==> config.mk <==
export PLATFORM = sky130hd
export DESIGN_NAME = pipelined_fixed_adder
export DESIGN_NICKNAME = d
export VERILOG_FILES = /design/src/rtl/pipelined_fixed_adder.sv
export SDC_FILE = /design/constraint.sdc
export NUM_CORES = 1
export LEC_CHECK = 0
export ABC_AREA = 0
export ABC_CLOCK_PERIOD_IN_PS = 3220
export CORE_UTILIZATION = 30
export DETAILED_ROUTE_END_ITERATION = 10
export GPL_ROUTABILITY_DRIVEN = 1
export SYNTH_ARGS = -nofsm -noshare
export SYNTH_HDL_FRONTEND = slang
export SYNTH_SLANG_ARGS = --single-unit
==> constraint.sdc <==
create_clock -name clk -period 3.22 [get_ports clk]
set_input_delay 0.483 -clock clk [delete_from_list [all_inputs] [get_ports clk]]
set_output_delay 0.483 -clock clk [all_outputs]
set_load 0.05 [all_outputs]
==> src/rtl/pipelined_fixed_adder.sv <==
// Pipelined two's-complement add/subtract: N bits split into STAGES carry-chained segments.
// Define ADDER_SATURATE_EN to clamp the result on signed overflow instead of wrapping.
module pipelined_fixed_adder #(
    parameter int N      = 16,
    parameter int STAGES = 4
) (
    input  logic         clk,
    input  logic         rst,
    input  logic         in_valid,
    output logic         in_ready,
    input  logic [N-1:0] a,
    input  logic [N-1:0] b,
    input  logic         is_subtract,
    output logic         out_valid,
    input  logic         out_ready,
    output logic [N-1:0] result,
    output logic         carry,
    output logic         overflow_flag,
    output logic         negative,
    output logic         zero
);
    localparam int W = N / STAGES;

    if ((N % STAGES) != 0) begin : g_badConfig
        $error("pipelined_fixed_adder: N must be a multiple of STAGES");
    end

    logic         advance;
    logic [N-1:0] bEff;

    logic [N-1:0] lastRes;
    logic         lastCarry;
    logic         lastSignA;
    logic         lastSignB;
    logic         lastValid;

    logic [N-1:0] result_d;
    logic         overflow_d;
    logic         negative_d;
    logic         zero_d;

    logic [N-1:0] outResult_q;
    logic         outValid_q;
    logic         outCarry_q;
    logic         outOverflow_q;
    logic         outNegative_q;
    logic         outZero_q;

    assign advance  = !outValid_q || out_ready;
    assign in_ready = advance;
    assign bEff     = is_subtract ? ~b : b;

    // Stage k consumes the low segment of the operands it still holds; the upper
    // operand bits ride along (skew) and finished result bits accumulate (deskew).
    for (genvar k = 0; k < STAGES; k++) begin : g_stage
        localparam int REM = N - k * W;

        logic [REM-1:0]     opA;
        logic [REM-1:0]     opB;
        logic               cin;
        logic               vIn;
        logic [W:0]         segSum;
        logic [(k+1)*W-1:0] partial;

        if (k == 0) begin : g_in
            assign opA     = a;
            assign opB     = bEff;
            assign cin     = is_subtract;
            assign vIn     = in_valid;
            assign partial = segSum[W-1:0];
        end else begin : g_in
            assign opA     = g_stage[k-1].g_reg.opA_q;
            assign opB     = g_stage[k-1].g_reg.opB_q;
            assign cin     = g_stage[k-1].g_reg.segCarry_q;
            assign vIn     = g_stage[k-1].g_reg.valid_q;
            assign partial = {segSum[W-1:0], g_stage[k-1].g_reg.res_q};
        end

        assign segSum = {1'b0, opA[W-1:0]} + {1'b0, opB[W-1:0]} + {{W{1'b0}}, cin};

        if (k < STAGES - 1) begin : g_reg
            logic [REM-W-1:0]   opA_q;
            logic [REM-W-1:0]   opB_q;
            logic [(k+1)*W-1:0] res_q;
            logic               segCarry_q;
            logic               valid_q;

            always_ff @(posedge clk or posedge rst) begin
                if (rst) begin
                    opA_q      <= '0;
                    opB_q      <= '0;
                    res_q      <= '0;
                    segCarry_q <= 1'b0;
                    valid_q    <= 1'b0;
                end else if (advance) begin
                    opA_q      <= opA[REM-1:W];
                    opB_q      <= opB[REM-1:W];
                    res_q      <= partial;
                    segCarry_q <= segSum[W];
                    valid_q    <= vIn;
                end
            end
        end else begin : g_last
            assign lastRes   = partial;
            assign lastCarry = segSum[W];
            assign lastSignA = opA[W-1];
            assign lastSignB = opB[W-1];
            assign lastValid = vIn;
        end
    end

    // Sign-agreement test on the effective operands equals carry-in(MSB) XOR carry-out.
    always_comb begin
        overflow_d = (lastSignA == lastSignB) && (lastRes[N-1] != lastSignA);
        negative_d = overflow_d ^ lastRes[N-1];
        result_d   = lastRes;
`ifdef ADDER_SATURATE_EN
        if (overflow_d) begin
            result_d = negative_d ? {1'b1, {(N-1){1'b0}}} : {1'b0, {(N-1){1'b1}}};
        end
`endif
        zero_d = (result_d == '0);
    end

    always_ff @(posedge clk or posedge rst) begin
        if (rst) begin
            outValid_q    <= 1'b0;
            outResult_q   <= '0;
            outCarry_q    <= 1'b0;
            outOverflow_q <= 1'b0;
            outNegative_q <= 1'b0;
            outZero_q     <= 1'b0;
        end else if (advance) begin
            outValid_q    <= lastValid;
            outResult_q   <= result_d;
            outCarry_q    <= lastCarry;
            outOverflow_q <= overflow_d;
            outNegative_q <= negative_d;
            outZero_q     <= zero_d;
        end
    end

    assign out_valid     = outValid_q;
    assign result        = outResult_q;
    assign carry         = outCarry_q;
    assign overflow_flag = outOverflow_q;
    assign negative      = outNegative_q;
    assign zero          = outZero_q;

endmodule

# ---- Word level (Yosys, flattened, before mapping)
# Index checks and enable logic that the tools add are counted.
dict set report word_totals {
  word_cells 38
  out_inout_bits 22
  regBits 99
  inputBits 37
}
dict set report op_classes {
  bitwise 2
  muxes 1
  eq_ne 2
  reduce_logical 4
  n_addsub 8
}
# op count
set op_table {}
lappend op_table {{4-bit by 4-bit adder with 5-bit output} 4}
lappend op_table {{5-bit by 1-bit adder with 5-bit output} 4}
lappend op_table {{16-bit logical NOT} 1}
lappend op_table {{16-bit 2-to-1 mux} 1}
lappend op_table {{16-bit inverter} 1}
lappend op_table {{1-bit equality test} 1}
lappend op_table {{1-bit logical AND} 1}
lappend op_table {{1-bit logical NOT} 1}
lappend op_table {{1-bit logical OR} 1}
lappend op_table {{1-bit != test} 1}
lappend op_table {{1-bit XOR} 1}

# ---- Longest topological paths before layout
# Gate-level depths: netlist of run 1.
dict set report depth {
  word_depth 5
  mapped_depth 8
  mapped_depth_nobuf 6
}

# ---- Worst setup path after synthesis of run 1
# Ideal clock, no wire load.
dict set report synth_path {
  path_type {input to register}
  start {in is_subtract}
  end {reg g_stage[0].g_reg.res_q[3]}
  setup_ns 0.125
  setup_slack_ns 1.105
  arrival_time_ns 1.990
  path_stages 8
  n_path_buf 2
  required_ns 3.095
  path_cell_list {buf_6 > buf_2 > xor2_1 > ha_1 > a21o_1 > a31oi_4 > xnor2_1 > mux2_4}
}
dict set report synth_between {
  elab_chain_len 3
}
# item line
set synth_rtl {}
lappend synth_rtl {{from (decl)} 13} ;# input logic is_subtract,
lappend synth_rtl {{16-bit 2-to-1 mux} 51} ;# assign bEff = is_subtract ? ~b : b;
lappend synth_rtl {{4-bit by 4-bit adder with 5-bit output} 79} ;# assign segSum = {1'b0, opA[W-1:0]} + {1'b0, opB[W-1:0]} + {{W{1'b0}}, cin};
lappend synth_rtl {{5-bit by 1-bit adder with 5-bit output *} 79}
lappend synth_rtl {{to (signal assigned)} 98} ;# res_q <= partial;
lappend synth_rtl {{to (decl)} 84} ;# logic [(k+1)*W-1:0] res_q;
# Mark *: on every way between the ends. The rest lies on a longest branch, timed or not.
# A chain may end at the register's enable or synchronous reset.

# ---- Worst setup path in the final report of run 1
# Ends and elaborated chain as after synthesis.

==> impl_metrics.env, run 1 <==
export IMPL_seqCellArea_sq_um=2480
export IMPL_root_buffer="clkbuf_16"
export IMPL_holdWs_ps=462
export IMPL_finalClockSkew_ps=5.95
export IMPL_synth_top_area_share_pct=57.1
export IMPL_critPathRequiredTime_ps=3450
export IMPL_post_route_period_util_pct=71.6
export IMPL_grt_pass1_wl_um=14500
export IMPL_drt_iter0_markers=143
export IMPL_yosysUniqueCellTypes=26
export IMPL_cts_sinks=99
export IMPL_syn_area_sq_um=4340
export IMPL_max_cap_violations=0
export IMPL_path_max_fanout=11
export IMPL_finalSetupViolations=0
export IMPL_synthArstFlopShare_pct=100
export IMPL_nNetsFinal=566
export IMPL_synth_ff_type="dfrtp_1"
export IMPL_vias_per_cell=4.36
export IMPL_cp_arrival_ps=2530
export IMPL_area_growth_pct=25.4
export IMPL_wirelength_um=8440
export IMPL_worstSetupEndpointType="register"
export IMPL_n_fill_cell=1428
export IMPL_ctsResizeCount=0
export IMPL_critical_path_max_stage_delay_ps=680
export IMPL_wl_per_cell_um=12.1
export IMPL_grt_pass1_vias=3037
export IMPL_placed_area_sq_um=5110
export IMPL_cts_tree="built"
export IMPL_netlist_instances=459
export IMPL_setup_slack_ps=914
export IMPL_place_ws_ps=546
export IMPL_multiInputGateArea_sq_um=1740
export IMPL_synth_warnings=0
export IMPL_core_area_sq_um=14000
export IMPL_critPathKind="input pin to register"
export IMPL_worstPathCellList="clkdlybuf4s50_1 > xor2_1 > ha_1 > a21o_1 > a31oi_4 > xnor2_1 > mux2_4"
export IMPL_io_buffers=58
export IMPL_vias=3029
export IMPL_vdd_drop_max_v=0.000442
export IMPL_antenna_found_initial=0
export IMPL_cts_setup_buffers=0
export IMPL_clock_latency_ps=340
export IMPL_track_usage_pct=12.4
export IMPL_dieArea_sq_um=14900
export IMPL_fin_util_pct=38.9
export IMPL_grt_max_degree=107
export IMPL_drtPass1Iterations=4
export IMPL_hold_viol=0
export IMPL_synth_seq_cells=99
export IMPL_dp_hpwl_um=5730
export IMPL_maxSlewHeadroom_pct=33.4
export IMPL_synth_seq_area_share_pct=57.1
export IMPL_die_w_um=122
export IMPL_gp_congestion=0.794
export IMPL_crit_slowest_cell="clkdlybuf4s50_1"
export IMPL_rsz0062_at_grt="false"
export IMPL_crit_path_start_kind="input pin"
export IMPL_htreeDepth=3
export IMPL_synth_top_area_cell="dfrtp_1"
export IMPL_layout_common_cells="224 x nand2_1, 99 x dfrtp_1, 57 x clkdlybuf4s50_1"
export IMPL_io_pins=59
export IMPL_overflow=0
export IMPL_ant_nets=0
export IMPL_antenna_cells=0
export IMPL_p_leak_nw=2.63
export IMPL_tns_ps=0
export IMPL_die_y_um=122
export IMPL_worstMarginPinSlew_ps=1000
export IMPL_initial_utilization_pct=31.0
export IMPL_outcome="finished clean"
export IMPL_syn_num_nets=515
export IMPL_cp_num_buf_inv=1
export IMPL_power_density_nw_per_um2=1010
export IMPL_period_needed_ps=2310
export IMPL_critPathTopFamily="buffers and inverters"
export IMPL_layout_commonest_cell="nand2_1"
export IMPL_fmax_ghz=0.434
export IMPL_hold_buffers=0
export IMPL_postLayoutCellArea_sq_um=5440
export IMPL_placementRows=43
export IMPL_drv_slew=0
export IMPL_synth_edff_count=0
export IMPL_path_clk_slew_ps=60
export IMPL_yosys_top_cells_area="dfrtp_1 57%, nand2_1 19%, xnor2_1 3.6%"
export IMPL_clk_path_buf_depth=2
export IMPL_layout_drive_gt1_share_pct=5.63
export IMPL_cts_buffers=9
export IMPL_avgSynthCellArea_sq_um=9.45
export IMPL_remaining_drc_errors=0
export IMPL_hold_path_class="register to register"
## final cells by class
type	instances	share of cell area, %
sequential	99	45.6
multi-input combinational	331	32.0
timing repair buffer	63	11.8
clock buffer	10	4.40
tap	180	4.14
clock inverter	6	1.63
inverter	6	0.460
## worst register-to-register path: stages, from the launching register on
cell,delay (ps)
dfrtp_1,410
fa_1,480
fa_1,490
nor4_1,190
nand4_1,170
o31ai_1,210
## sequential cells by signal (all words and copies together) (netlist names)
register	count
carry	1
g_stage.g_reg.opB_q	24
out_valid	1
zero	1
g_stage.g_reg.opA_q	24
negative	1
g_stage.g_reg.segCarry_q	3
g_stage.g_reg.res_q	24
g_stage.g_reg.valid_q	3
result	16
overflow_flag	1
## worst paths after layout
check,cells after the start,slack [ps],from,endpoint
min reg2reg,2,460,g_stage[2].g_reg.valid_q$_DFFE_PP0P_,g_stage[2].g_reg.valid_q$_DFFE_PP0P_
max in group asynchronous,3,1950,rst,g_stage[1].g_reg.res_q[4]$_DFFE_PP0P_
max,7,910,is_subtract,g_stage[0].g_reg.res_q[3]$_DFFE_PP0P_
min in group asynchronous,2,640,rst,g_stage[2].g_reg.res_q[8]$_DFFE_PP0P_
min,2,460,g_stage[2].g_reg.valid_q$_DFFE_PP0P_,g_stage[2].g_reg.valid_q$_DFFE_PP0P_
max reg2reg,5,1180,g_stage[2].g_reg.opA_q[0]$_DFFE_PP0P_,zero$_DFFE_PP0P_
## where the power goes
group / internal [mW] / switching [mW] / leakage [nW] / total, mW
registers: 1.79 / 0.344 / 1.20 / 2.14
logic: 0.859 / 1.35 / 1.28 / 2.21
clock network: 0.702 / 0.458 / 0.155 / 1.16
total: 3.35 / 2.15 / 2.63 / 5.51
## Yosys cell counts, types with 2 or more instances
cell	instances
a21o_1	7
a21oi_1	12
buf_2	7
clkbuf_1	14
dfrtp_1	99
fa_1	7
ha_1	12
inv_1	5
mux2_4	2
nand2_1	224
nor2_1	8
nor2b_1	2
nor4_1	3
o21ai_0	22
o31ai_1	2
xnor2_1	18
xor2_1	6
## stage by stage
stage | power (mW) | cells
final | 5.51 | 695
after global placement | 4.33 | 679
after floorplan | 3.71 | 459
after CTS | 5.59 | 695
after global routing | 5.94 | 695
after detailed placement | 4.41 | 679
## per-layer routing
metal,part of all wire (%),track usage (%)
met2,46,19.9
met5,0,0
met3,3.5,2.42
met1,49,16.1
met4,1.9,5.95
## cells by family (layout without fill, tap and decap cells)
family | after synthesis | after routing | share of synthesized area (%)
AOI/OAI and AO/OA | 45 | 45 | 6.15
xor gates and xnor gates | 24 | 24 | 4.85
adders and majority gates | 19 | 19 | 6.70
buffers and inverters | 29 | 85 | 2.89
DFF | 99 | 99 | 57.1
muxes | 4 | 4 | 1.18
and+or+nand+nor | 239 | 239 | 21.1
Power figures use the tool's default switching activity.
==> inputs of run 2 (changes only) <==
Settings changed: ABC_CLOCK_PERIOD_IN_PS 3220 to 1900.
Clock period 3.22 ns to 1.9 ns, I/O delays scaled along.
==> impl_metrics.env, run 2 (same netlist as run 1, synthesis figures left out) <==
export IMPL_n_fill_cell=1412
export IMPL_remaining_drc_errors=0
export IMPL_vias=3079
export IMPL_rsz0062_at_grt="true"
export IMPL_crit_slowest_cell="fa_1"
export IMPL_critPathRequiredTime_ps=2150
export IMPL_antenna_cells=0
export IMPL_top_regs="g_stage.g_reg.opA_q: 24 flops, g_stage.g_reg.opB_q: 24 flops, g_stage.g_reg.res_q: 24 flops"
export IMPL_cp_num_buf_inv=0
export IMPL_dp_hpwl_um=6250
export IMPL_wl_per_cell_um=12.0
export IMPL_overflow=0
export IMPL_fmax_ghz=0.533
export IMPL_r2r_end="zero$_DFFE_PP0P_"
export IMPL_drt_iter0_markers=99
export IMPL_outcome="finished clean"
export IMPL_grt_max_degree=107
export IMPL_layout_drive_gt1_share_pct=9.30
export IMPL_setup_slack_ps=24.1
export IMPL_clock_latency_ps=340
export IMPL_final_instance_count_excl_fill=707
export IMPL_path_max_fanout=2
export IMPL_hold_buffers=0
export IMPL_r2r_cells=5
export IMPL_seqCellArea_sq_um=2480
export IMPL_clk_path_buf_depth=2
export IMPL_core_area_sq_um=14000
export IMPL_ant_nets=0
export IMPL_die_w_um=122
export IMPL_grt_pass1_vias=3160
export IMPL_vdd_drop_max_v=0.000502
export IMPL_finalPower_mw=9.55
export IMPL_drtPass1Iterations=4
export IMPL_hold_viol=0
export IMPL_layout_common_cells="224 x nand2_1, 99 x dfrtp_1, 52 x clkdlybuf4s50_1"
export IMPL_tns_ps=0
export IMPL_critical_path_max_stage_delay_ps=480
export IMPL_drv_slew=0
export IMPL_reg2reg_slack_ps=20
export IMPL_initial_utilization_pct=31.0
export IMPL_crit_path_start_kind="register"
export IMPL_antenna_found_initial=0
export IMPL_post_route_period_util_pct=98.7
export IMPL_holdWs_ps=291
export IMPL_layout_commonest_cell="nand2_1"
export IMPL_placed_area_sq_um=5230
export IMPL_io_pins=59
export IMPL_critPathTopFamily="adder cells"
export IMPL_cts_tree="built"
export IMPL_path_clk_slew_ps=70
export IMPL_io_buffers=58
export IMPL_placementRows=43
export IMPL_p_leak_nw=2.72
export IMPL_worstPathCellList="fa_2 > fa_1 > nor4_2 > nand4_1 > o31ai_2"
export IMPL_max_cap_violations=0
export IMPL_htreeDepth=3
export IMPL_die_y_um=122
export IMPL_critPathKind="register to register"
export IMPL_cts_buffers=9
export IMPL_area_growth_pct=28.9
export IMPL_finalClockSkew_ps=7.68
export IMPL_hold_path_class="input pin to asynchronous set/reset pin"
export IMPL_power_density_nw_per_um2=1710
export IMPL_maxSlewHeadroom_pct=65.9
export IMPL_cts_sinks=99
export IMPL_gp_congestion=0.769
export IMPL_period_needed_ps=1880
export IMPL_cp_arrival_ps=2120
export IMPL_vias_per_cell=4.36
export IMPL_place_ws_ps=-233
export IMPL_postLayoutCellArea_sq_um=5590
export IMPL_multiInputGateArea_sq_um=1750
export IMPL_worstMarginPinSlew_ps=510
export IMPL_fin_util_pct=40.0
export IMPL_grt_pass1_wl_um=14700
export IMPL_wirelength_um=8470
export IMPL_dp_cells=691
export IMPL_nNetsFinal=578
export IMPL_worstSetupEndpointType="register"
export IMPL_dieArea_sq_um=14900
export IMPL_rr_startpoint="g_stage[2].g_reg.opA_q[0]$_DFFE_PP0P_"
export IMPL_root_buffer="clkbuf_16"
export IMPL_track_usage_pct=12.6
export IMPL_finalSetupViolations=0
run 2: power breakdown:
part	internal, mW	switching [mW]
registers	3.04	0.589
logic	1.54	2.30
clock network	1.32	0.761
total	5.90	3.65
run 2: repair_timing:
item                       4_1_cts  5_1_grt
setup endpoints to repair        1        1
pin swaps                        0        0
resized for setup                1        2
setup buffers                    0        0
run 2: worst register-to-register path: cells and delay by family (launching register included):
kind | cells | cell delay (ps)
adder cells (fa/ha/maj) | 2 | 890
flip-flops | 1 | 400
AND/OR/NAND/NOR | 2 | 300
AO/OA/AOI/OAI | 1 | 200
run 2: final cells by class:
type / instances / share of cell area, %
inverters: 6 / 0.470
well taps: 180 / 4.03
repair buffers: 75 / 13.5
clock inverters: 6 / 2.01
clock buffers: 10 / 4.27
flip-flops and latches: 99 / 44.3
multi-input cells: 331 / 31.4
run 2: routing by layer:
| layer | global-route usage, % | wire length (um) | vias up |
|---|---|---|---|
| li1 | - | - | 1565 |
| met1 | 16.6 | 3980 | 1438 |
| met2 | 20.1 | 3960 | 61 |
| met3 | 2.04 | 335 | 15 |
| met4 | 6.40 | 184 | 0 |
| met5 | 0 | 0 | - |
run 2: worst max-delay path by stage:
stage | start | endpoint | slack (ps) | cells past startpoint
after floorplan | is_subtract | g_stage[0].g_reg.res_q[3]$_DFFE_PP0P_ | 0.3 | 8
after global placement | is_subtract | g_stage[0].g_reg.res_q[3]$_DFFE_PP0P_ | -190 | 7
after detailed placement | is_subtract | g_stage[0].g_reg.res_q[3]$_DFFE_PP0P_ | -230 | 7
after CTS | g_stage[2].g_reg.opA_q[0]$_DFFE_PP0P_ | zero$_DFFE_PP0P_ | -50 | 5
after global routing | g_stage[2].g_reg.opA_q[0]$_DFFE_PP0P_ | zero$_DFFE_PP0P_ | -150 | 5
final | g_stage[2].g_reg.opA_q[0]$_DFFE_PP0P_ | zero$_DFFE_PP0P_ | 20 | 5
